File: src/rtl/accumulator_alu.sv
// -----------------------------------------------------------------------------
// accumulator_alu
//
// Clocked accumulator ALU. It holds a WIDTH-bit accumulator and the registered
// status flags carry/borrow, zero, negative and signed overflow. Operations
// arrive through a valid/ready handshake and use the accumulator as operand A
// and operand_i as operand B.
//
// Most operations complete in a single cycle. MUL runs a WIDTH-step shift-add
// multiply, and op_ready_o is low while it runs.
//
// Ports
//   clk_i           clock; all state changes on the rising edge
//   rst_n_i         asynchronous, active-low reset
//   op_valid_i      operation request
//   op_ready_o      block can accept an operation this cycle
//   op_i            opcode (OP_WIDTH bits, fixed encoding below)
//   operand_i       operand B
//   acc_o           accumulator value
//   result_valid_o  one-cycle pulse: acc_o and the flags were just updated
//   carry_o         carry (ADD/ADC), borrow (SUB/SBC/CMP), shifted-out bit,
//                   or "high half non-zero" (MUL)
//   zero_o          result == 0
//   negative_o      result MSB
//   overflow_o      signed overflow of ADD/ADC/SUB/SBC/CMP
// -----------------------------------------------------------------------------
module accumulator_alu #(
    parameter int WIDTH    = 8,
    parameter int OP_WIDTH = 4
) (
    input  logic                clk_i,
    input  logic                rst_n_i,
    input  logic                op_valid_i,
    output logic                op_ready_o,
    input  logic [OP_WIDTH-1:0] op_i,
    input  logic [WIDTH-1:0]    operand_i,
    output logic [WIDTH-1:0]    acc_o,
    output logic                result_valid_o,
    output logic                carry_o,
    output logic                zero_o,
    output logic                negative_o,
    output logic                overflow_o
);

    localparam int CNT_W = $clog2(WIDTH);
    localparam logic [CNT_W-1:0] LAST_STEP = CNT_W'(WIDTH - 1);

    localparam logic [OP_WIDTH-1:0] OP_LOAD = OP_WIDTH'(1);
    localparam logic [OP_WIDTH-1:0] OP_CLR  = OP_WIDTH'(2);
    localparam logic [OP_WIDTH-1:0] OP_NOT  = OP_WIDTH'(3);
    localparam logic [OP_WIDTH-1:0] OP_AND  = OP_WIDTH'(4);
    localparam logic [OP_WIDTH-1:0] OP_OR   = OP_WIDTH'(5);
    localparam logic [OP_WIDTH-1:0] OP_XOR  = OP_WIDTH'(6);
    localparam logic [OP_WIDTH-1:0] OP_ADD  = OP_WIDTH'(7);
    localparam logic [OP_WIDTH-1:0] OP_ADC  = OP_WIDTH'(8);
    localparam logic [OP_WIDTH-1:0] OP_SUB  = OP_WIDTH'(9);
    localparam logic [OP_WIDTH-1:0] OP_SBC  = OP_WIDTH'(10);
    localparam logic [OP_WIDTH-1:0] OP_SHL  = OP_WIDTH'(11);
    localparam logic [OP_WIDTH-1:0] OP_SHR  = OP_WIDTH'(12);
    localparam logic [OP_WIDTH-1:0] OP_MUL  = OP_WIDTH'(13);
    localparam logic [OP_WIDTH-1:0] OP_CMP  = OP_WIDTH'(14);

    typedef enum logic [0:0] {
        ST_IDLE = 1'b0,
        ST_MUL  = 1'b1
    } state_t;

    state_t                 state_q,    state_d;
    logic [WIDTH-1:0]       acc_q,      acc_d;
    logic                   carry_q,    carry_d;
    logic                   zero_q,     zero_d;
    logic                   negative_q, negative_d;
    logic                   overflow_q, overflow_d;
    logic                   valid_q,    valid_d;
    logic [2*WIDTH-1:0]     mcand_q,    mcand_d;
    logic [WIDTH-1:0]       mplier_q,   mplier_d;
    logic [2*WIDTH-1:0]     prod_q,     prod_d;
    logic [CNT_W-1:0]       count_q,    count_d;

    logic                   accept;
    logic                   add_cin;
    logic                   sub_bin;
    logic [WIDTH:0]         add_sum;
    logic [WIDTH:0]         sub_diff;
    logic                   add_ovf;
    logic                   sub_ovf;
    logic [2*WIDTH-1:0]     step_prod;

    assign accept = op_valid_i && (state_q == ST_IDLE);

    // Both adders always see the current accumulator; only ADC/SBC feed the
    // stored carry back in.
    assign add_cin  = (op_i == OP_ADC) ? carry_q : 1'b0;
    assign sub_bin  = (op_i == OP_SBC) ? carry_q : 1'b0;
    assign add_sum  = {1'b0, acc_q} + {1'b0, operand_i} + (WIDTH+1)'(add_cin);
    // A negative W+1-bit difference sets bit WIDTH, which is exactly the borrow.
    assign sub_diff = {1'b0, acc_q} - {1'b0, operand_i} - (WIDTH+1)'(sub_bin);
    assign add_ovf  = (acc_q[WIDTH-1] == operand_i[WIDTH-1]) &&
                      (add_sum[WIDTH-1] != acc_q[WIDTH-1]);
    assign sub_ovf  = (acc_q[WIDTH-1] != operand_i[WIDTH-1]) &&
                      (sub_diff[WIDTH-1] != acc_q[WIDTH-1]);

    // One shift-add step: the multiplicand walks left, the multiplier walks
    // right, and its LSB decides whether the multiplicand is added this step.
    assign step_prod = prod_q + (mplier_q[0] ? mcand_q : '0);

    always_comb begin
        logic [WIDTH-1:0] res;
        logic             write_acc;
        logic             upd_zn;

        state_d    = state_q;
        acc_d      = acc_q;
        carry_d    = carry_q;
        zero_d     = zero_q;
        negative_d = negative_q;
        overflow_d = overflow_q;
        valid_d    = 1'b0;
        mcand_d    = mcand_q;
        mplier_d   = mplier_q;
        prod_d     = prod_q;
        count_d    = count_q;
        res        = acc_q;
        write_acc  = 1'b0;
        upd_zn     = 1'b0;

        case (state_q)
            ST_IDLE: begin
                if (accept) begin
                    valid_d = 1'b1;
                    case (op_i)
                        OP_LOAD: begin
                            res = operand_i; write_acc = 1'b1; upd_zn = 1'b1;
                            overflow_d = 1'b0;
                        end
                        OP_CLR: begin
                            res = '0; write_acc = 1'b1; upd_zn = 1'b1;
                            overflow_d = 1'b0;
                        end
                        OP_NOT: begin
                            res = ~acc_q; write_acc = 1'b1; upd_zn = 1'b1;
                            overflow_d = 1'b0;
                        end
                        OP_AND: begin
                            res = acc_q & operand_i; write_acc = 1'b1; upd_zn = 1'b1;
                            overflow_d = 1'b0;
                        end
                        OP_OR: begin
                            res = acc_q | operand_i; write_acc = 1'b1; upd_zn = 1'b1;
                            overflow_d = 1'b0;
                        end
                        OP_XOR: begin
                            res = acc_q ^ operand_i; write_acc = 1'b1; upd_zn = 1'b1;
                            overflow_d = 1'b0;
                        end
                        OP_ADD, OP_ADC: begin
                            res = add_sum[WIDTH-1:0]; write_acc = 1'b1; upd_zn = 1'b1;
                            carry_d    = add_sum[WIDTH];
                            overflow_d = add_ovf;
                        end
                        OP_SUB, OP_SBC: begin
                            res = sub_diff[WIDTH-1:0]; write_acc = 1'b1; upd_zn = 1'b1;
                            carry_d    = sub_diff[WIDTH];
                            overflow_d = sub_ovf;
                        end
                        OP_CMP: begin
                            // Flags of acc - B; the accumulator is not written.
                            res = sub_diff[WIDTH-1:0]; upd_zn = 1'b1;
                            carry_d    = sub_diff[WIDTH];
                            overflow_d = sub_ovf;
                        end
                        OP_SHL: begin
                            res = {acc_q[WIDTH-2:0], 1'b0}; write_acc = 1'b1; upd_zn = 1'b1;
                            carry_d    = acc_q[WIDTH-1];
                            overflow_d = 1'b0;
                        end
                        OP_SHR: begin
                            res = {1'b0, acc_q[WIDTH-1:1]}; write_acc = 1'b1; upd_zn = 1'b1;
                            carry_d    = acc_q[0];
                            overflow_d = 1'b0;
                        end
                        OP_MUL: begin
                            // Result and its pulse come when the last step lands.
                            valid_d  = 1'b0;
                            state_d  = ST_MUL;
                            count_d  = '0;
                            mcand_d  = {{WIDTH{1'b0}}, acc_q};
                            mplier_d = operand_i;
                            prod_d   = '0;
                        end
                        default: begin
                            // NOP and opcode 15: pulse only.
                        end
                    endcase
                end
            end

            ST_MUL: begin
                prod_d   = step_prod;
                mcand_d  = {mcand_q[2*WIDTH-2:0], 1'b0};
                mplier_d = {1'b0, mplier_q[WIDTH-1:1]};
                count_d  = count_q + 1'b1;
                if (count_q == LAST_STEP) begin
                    res        = step_prod[WIDTH-1:0];
                    write_acc  = 1'b1;
                    upd_zn     = 1'b1;
                    carry_d    = |step_prod[2*WIDTH-1:WIDTH];
                    overflow_d = 1'b0;
                    valid_d    = 1'b1;
                    state_d    = ST_IDLE;
                end
            end

            default: state_d = ST_IDLE;
        endcase

        if (write_acc) begin
            acc_d = res;
        end
        if (upd_zn) begin
            zero_d     = (res == '0);
            negative_d = res[WIDTH-1];
        end
    end

    always_ff @(posedge clk_i or negedge rst_n_i) begin
        if (!rst_n_i) begin
            state_q    <= ST_IDLE;
            acc_q      <= '0;
            carry_q    <= 1'b0;
            zero_q     <= 1'b0;
            negative_q <= 1'b0;
            overflow_q <= 1'b0;
            valid_q    <= 1'b0;
            mcand_q    <= '0;
            mplier_q   <= '0;
            prod_q     <= '0;
            count_q    <= '0;
        end else begin
            state_q    <= state_d;
            acc_q      <= acc_d;
            carry_q    <= carry_d;
            zero_q     <= zero_d;
            negative_q <= negative_d;
            overflow_q <= overflow_d;
            valid_q    <= valid_d;
            mcand_q    <= mcand_d;
            mplier_q   <= mplier_d;
            prod_q     <= prod_d;
            count_q    <= count_d;
        end
    end

    assign op_ready_o     = (state_q == ST_IDLE);
    assign acc_o          = acc_q;
    assign result_valid_o = valid_q;
    assign carry_o        = carry_q;
    assign zero_o         = zero_q;
    assign negative_o     = negative_q;
    assign overflow_o     = overflow_q;

endmodule

File: config.mk
export PLATFORM = sky130hd
export DESIGN_NAME = accumulator_alu
export DESIGN_NICKNAME = d
export VERILOG_FILES = /design/src/rtl/accumulator_alu.sv
export SDC_FILE = /design/constraint.sdc
export NUM_CORES = 1
export LEC_CHECK = 0
export ABC_AREA = 1
export CAP_MARGIN = 20
export CORE_ASPECT_RATIO = 0.7
export CORE_MARGIN = 3
export CORE_UTILIZATION = 55
export DETAILED_ROUTE_END_ITERATION = 16
export GPL_TIMING_DRIVEN = 0
export PLACE_DENSITY = 0.74
export SLEW_MARGIN = 20
export SYNTH_ARGS = -nofsm -noshare
export SYNTH_HDL_FRONTEND = slang
export SYNTH_SLANG_ARGS = --single-unit
File: constraint.sdc
create_clock -name clk_i -period 3.2 [get_ports clk_i]
set_input_delay 0.48 -clock clk_i [delete_from_list [all_inputs] [get_ports clk_i]]
set_output_delay 0.48 -clock clk_i [all_outputs]
set_load 0.05 [all_outputs]
Word-level counts from Yosys, hierarchy flattened
Cells that the tools add are included.
{"block": "op_classes", "n_bitwise": 5, "n_reduce_logical": 13, "eq_ne": 24, "addsub": 6, "muxes": 41}
{"operator": "$mux 16", "count": 5}
{"operator": "$pmux 8 s10", "count": 1}
{"operator": "$pmux 16 s2", "count": 2}
{"operator": "$mux 8", "count": 4}
{"operator": "$pmux 8 s2", "count": 2}
{"operator": "$eq 4x4->1 const B", "count": 7}
{"operator": "$add 16x16->16", "count": 1}
{"operator": "$eq 4x3->1 const B", "count": 4}
{"operator": "$mux 1", "count": 16}
{"operator": "$reduce_or 8->1", "count": 2}
{"operator": "$reduce_or 13->1", "count": 1}
{"operator": "$pmux 1 s2", "count": 6}
{"operator": "$reduce_or 12->1", "count": 1}
{"operator": "$add 8x8->9", "count": 1}
{"operator": "$add 9x1->9", "count": 1}
{"operator": "$sub 8x8->9", "count": 1}
{"operator": "$sub 9x1->9", "count": 1}
{"operator": "$and 8x8->8", "count": 1}
{"operator": "$eq 4x2->1 const B", "count": 2}
{"operator": "$logic_not 8->1", "count": 1}
{"operator": "$not 8->8", "count": 1}
{"operator": "$or 8x8->8", "count": 1}
{"operator": "$xor 8x8->8", "count": 1}
{"operator": "$mux 3", "count": 2}
{"operator": "17 further kinds", "count": 24}
{"block": "totals", "output_inout_bits": 14, "ff_bits": 57, "elab_cells": 100, "inputBits": 15}

Logic depth before layout (Yosys ltp)
{"block": "depth", "depth_word": 8, "ltp_mapped": 19, "ltp_nobuf": 18}

Worst setup path before layout
OpenSTA, ideal clock, no wires.
{"block": "synth_timing", "kind": "register to register", "start": "register acc_q[0], in the netlist acc_o[0]", "end": "register zero_q, in the netlist zero_o", "required_ns": 3.134, "arrival_time_ns": 2.604, "setup_slack_ns": 0.530, "n_path_buf": 0, "setup_ns": 0.066, "period_less_slack_ns": 2.670, "stages_incl_launch_ff": 15, "path_cell_list": "dfrtp_1 -> inv_1 -> fa_1 -> fa_1 -> inv_1 -> nand3_1 -> nand3_1 -> nand2_1 -> nand3_1 -> nand3_1 -> a21oi_1 -> nand2_1 -> nor2_1 -> nand3_1 -> nand2_1"}
{"block": "synth_via", "elab_chain_cells": 6, "elab_cells_between_ends": 13, "classes_between": "add/sub: 4; mux: 4; bitwise: 4; reduce/logical: 1"}
{"item": "start: declaration", "line_no": "69", "source": "logic [WIDTH-1:0] acc_q, acc_d;"}
{"item": "start signal: assignment", "line_no": "229", "source": "acc_q <= '0;"}
{"item": "start signal: assignment", "line_no": "241", "source": "acc_q <= acc_d;"}
{"item": "$sub 8x8->9 or $add 8x8->9 (tied branches)", "line_no": "97, 95"}
{"item": "$sub 9x1->9 or $add 9x1->9 (tied branches)", "line_no": "97, 95"}
{"item": "$pmux 8 s10", "line_no": "131", "source": "case (op_i)"}
{"item": "$mux 8", "line_no": "129", "source": "if (accept) begin"}
{"item": "$pmux 8 s2 *", "line_no": "127", "source": "case (state_q)"}
{"item": "$logic_not 8->1 *", "line_no": "221", "source": "zero_d = (res == '0);"}
{"item": "end signal: assignment", "line_no": "243", "source": "zero_q <= zero_d;"}
{"item": "end: declaration", "line_no": "71", "source": "logic zero_q, zero_d;"}
Mark *: on every way between the ends. The rest lies on a longest branch, timed or not.
A chain may end at the register's enable or synchronous reset.

Worst setup path after layout
{"block": "layout_timing", "start": "input port op_i[0]", "end": "register zero_q, in the netlist zero_o"}
{"block": "layout_via", "elab_chain_cells": 7, "elab_cells_between_ends": 27, "classes_between": "add/sub: 2; eq/ne: 13; mux: 8; reduce/logical: 4"}
{"item": "start: declaration", "line_no": "35", "source": "input logic [OP_WIDTH-1:0] op_i,"}
{"item": "$eq 4x4->1, on equally long branches", "line_no": "94, 131, 93"}
{"item": "$mux 1, on equally long branches", "line_no": "94, 93"}
{"item": "$sub 9x1->9 or $add 9x1->9 (tied branches)", "line_no": "97, 95"}
{"item": "$pmux 8 s10", "line_no": "131"}
{"item": "$mux 8", "line_no": "129"}
{"item": "$pmux 8 s2", "line_no": "127"}
{"item": "$logic_not 8->1", "line_no": "221"}
Several ways; a longest one is shown, not always the timed one.

==> results.txt <==
diode count: 0
PortBufs: 28
Final ANT Viol Nets: 0
DR pass1 iterations: 6
Post-Syn Area: 5170 um2
share of cells above drive strength 1: 0.0419
Clock Skews: 0.00464 ns
Die Y: 87.1 um
dpl cells: 939
combinational share of power: 0.567
slowest cell on the critical path: fa_1
routability congestion estimate: 0.965
Clock Path Buffers: 2
Critical Path AT: 3.44 ns
vias in the first global route: 5,105
post-synth top area cell: dfrtp_1
main combinational cell family by area after synthesis: simple AND/OR/NAND/NOR gates
switching power total: 0.00256 W
Finished Layout Cells: 956
I/O pin cnt: 29
CP startpoint kind: input port
Core Area: 8790 um2
clk sink count: 57
drt via density: 5.96
Lkg Pwr: 3.21 nW
Worst Setup End Kind: flop
Hold Path Class: input port to asynchronous set/reset pin
clock-pin slew of the registers on the worst-case setup and hold paths: 0.05 ns
Pins Over Slew Limit: 0
cells on worst reg2reg path: 17
final setup TNS: 0 ns
min Tclk post-route: 3.16 ns
f_max: 316 MHz
most common library cells after synthesis: 250 x nand2_1, 121 x inv_1, 72 x nand3_1
cell with the most instances after synthesis: nand2_1
xor/xnor cell area share of the yosys netlist: 0.0169
Compound-Gate Fraction of Synth Area: 0.137
WP data required: 3.47 ns
total number of yosys warnings: 0
Synth-to-Final Area Change: 15.0%
Setup Crit Path Kind: input port to flop
post-synthesis sequential area ratio: 0.276
switching part of the total: 0.504
Util after Layout: 0.676
Hold Fails Final Rpt: 0
global-route total usage across every layer: 0.337
DRC violations left: 0
Rel. slew slack: 0.526
Worst IR Drop VDD: 0.553 mV
CP cell instances: dlygate4sd2_1, nor2_2, buf_4, nand3_1, fa_1, fa_1, inv_1, nand2_1, nand2_1, nand2_1, nand3_1, nand4_1, nand2_1, nand2_1, nor2_1, nand2_1, nor2_4, nand3_1, nand2_1
Slowest Stage Delay on Critical Path: 0.47 ns
nets@finish: 898
cell count after synthesis: 791
design area: 5950 um2
RSZ-0062 raised after global routing: yes
Post-DP Area: 5600 um2
Synth Area in Adders: 0.133
Skew-Pair Late Insertion Delay: 0.33 ns
synthesized flop and latch total: 57
DR vias: 5,701
Clock Tree Root: clkbuf_16
status: finished clean
largest net degree at the start of global routing: 58
area share of the largest cell type after synthesis: 0.276
global-route wire length before repair: 27,200 um
synth top area cells: dfrtp_1 28%, nand2_1 18%, ha_1 11%, inv_1 8.8%, nand3_1 7.0%
TritonCTS clock tree: yes
antenna violations before repair: 0
power density over the cells: 855 nW/um2
Routed WL: 17,200 um
mux contribution to synthesized area: 0
CTS Buf Count: 9
Pint: 0.00252 W
Finish-stage setup viols: 0
asr flop ratio synth: 1.00
DRT iter0 DRCs: 738
post-synthesis cell type count: 33
Syn Nets: 858
CTS H-Tree Depth: 3
worst-margin pin slew: 0.711 ns
Die W: 122 um
starting density of the core: 0.588
Synth Area in Simple Gates: 0.334
Max-cap violations: 0
most common flop cell mapped by yosys: dfrtp_1
Worst path most repeated cell: nand2_1
row cnt: 28
critical-path maximum fanout: 10
EDFF count, synth: 0
Seq pwr share: 0.243
WL/cell: 18.0 um
Post-Synthesis Mean Instance Area: 6.54 um2
clock network fraction of design power: 0.191
GRT overflow: 0
period utilization: 0.989
post-layout power: 0.00508 W
Die ar.: 10,600 um2
HPWL after DPL: 13,200 um
cells in the final DEF (no fill, tap or decap), types with 3 or more instances in the layout:
master,instances
nand2_1,250
inv_1,121
nand3_1,71
nor2_1,63
dfrtp_1,57
ha_1,47
o21ai_0,39
a21oi_1,27
clkdlybuf4s50_1,23
clkbuf_1,13
nand4_1,11
o22ai_1,11
a22o_1,9
o221ai_1,9
clkbuf_16,9
nor3_1,8
xor2_1,7
o211ai_1,7
buf_4,5
fa_1,5
nand3b_1,4
o21bai_1,4
nor2_4,3
nor2_2,3
xnor2_1,3
per-stage QoR:
step                      worst slack [ns]  hold WS [ns]
after detailed placement            -0.930         0.465
after global placement              -0.915         0.473
after CTS                           0.0422         0.234
after floorplan                      0.530         0.184
final                               0.0351         0.195
after global routing                -0.174         0.247
critical path: cells and delay by family:
| kind | cells | cell delay, ns |
|---|---|---|
| fa+ha+maj | 2 | 0.91 |
| buf+inv | 3 | 0.64 |
| simple gates | 14 | 1.41 |
cells by family (layout without fill, tap and decap cells):
kind of cell               count (synthesis)  count (layout)
and+or+nand+nor                          417             417
buffers and inverters                    140             185
AOI/OAI and AO/OA                        115             115
DFF                                       57              57
adders and majority gates                 52              52
xor gates and xnor gates                  10              10
layout make-up:
class / instances / area [um2]
multi-input combinational: 594 / 3250
fill: 805 / 2850
sequential: 57 / 1430
inverter: 123 / 462
timing repair buffer: 29 / 287
clock buffer: 11 / 243
tap: 120 / 150
buffer: 17 / 77.6
clock inverter: 5 / 55.1
metal layers:
metal  routed length [um]  global-route usage  vias up  part of all wire
met2                 6340               0.430      394              0.37
met4                  157              0.0600        0            0.0091
met5                    0                   0        -                 0
met1                 8020               0.538     2641              0.47
li1                     -                   -     2650                 -
met3                 2660               0.119       16              0.15
repair_timing:
item | CTS | global route
resized for setup | 13 | 6
hold buffers | 0 | 0
pin swaps | 1 | 0
buffers inserted | 1 | 0
setup endpoints to repair | 8 | 4
worst paths after layout:
| path | start | slack [ns] | to |
|---|---|---|---|
| setup / recovery | op_i[0] | 0.04 | zero_o |
| min in group clk_i | zero_o | 0.49 | zero_o |
| setup reg to reg | mplier_q[0] | 0.08 | carry_o |
| hold reg to reg | zero_o | 0.49 | zero_o |
| hold / removal | rst_n_i | 0.19 | acc_o[7] |
| max in group asynchronous | rst_n_i | 2.52 | negative_o |
state kept, by name, summed over array words and instances, names as in the netlist:
signal and flops:
mcand_q 16, prod_q 16, acc_o 8, mplier_q 8, count_q 3, carry_o 1, negative_o 1, overflow_o 1
result_valid_o 1, state_q 1, zero_o 1
power groups by stage:
stage          clock network (W)  registers (W)  logic [W]
2_1_floorplan                  0        0.00139    0.00171
3_3_place_gp                   0        0.00122    0.00267
3_5_place_dp                   0        0.00123    0.00273
4_1_cts                 0.000964        0.00123    0.00279
5_1_grt                  0.00101        0.00127    0.00316
6_report                0.000969        0.00123    0.00288
Power figures use the tool's default switching activity.
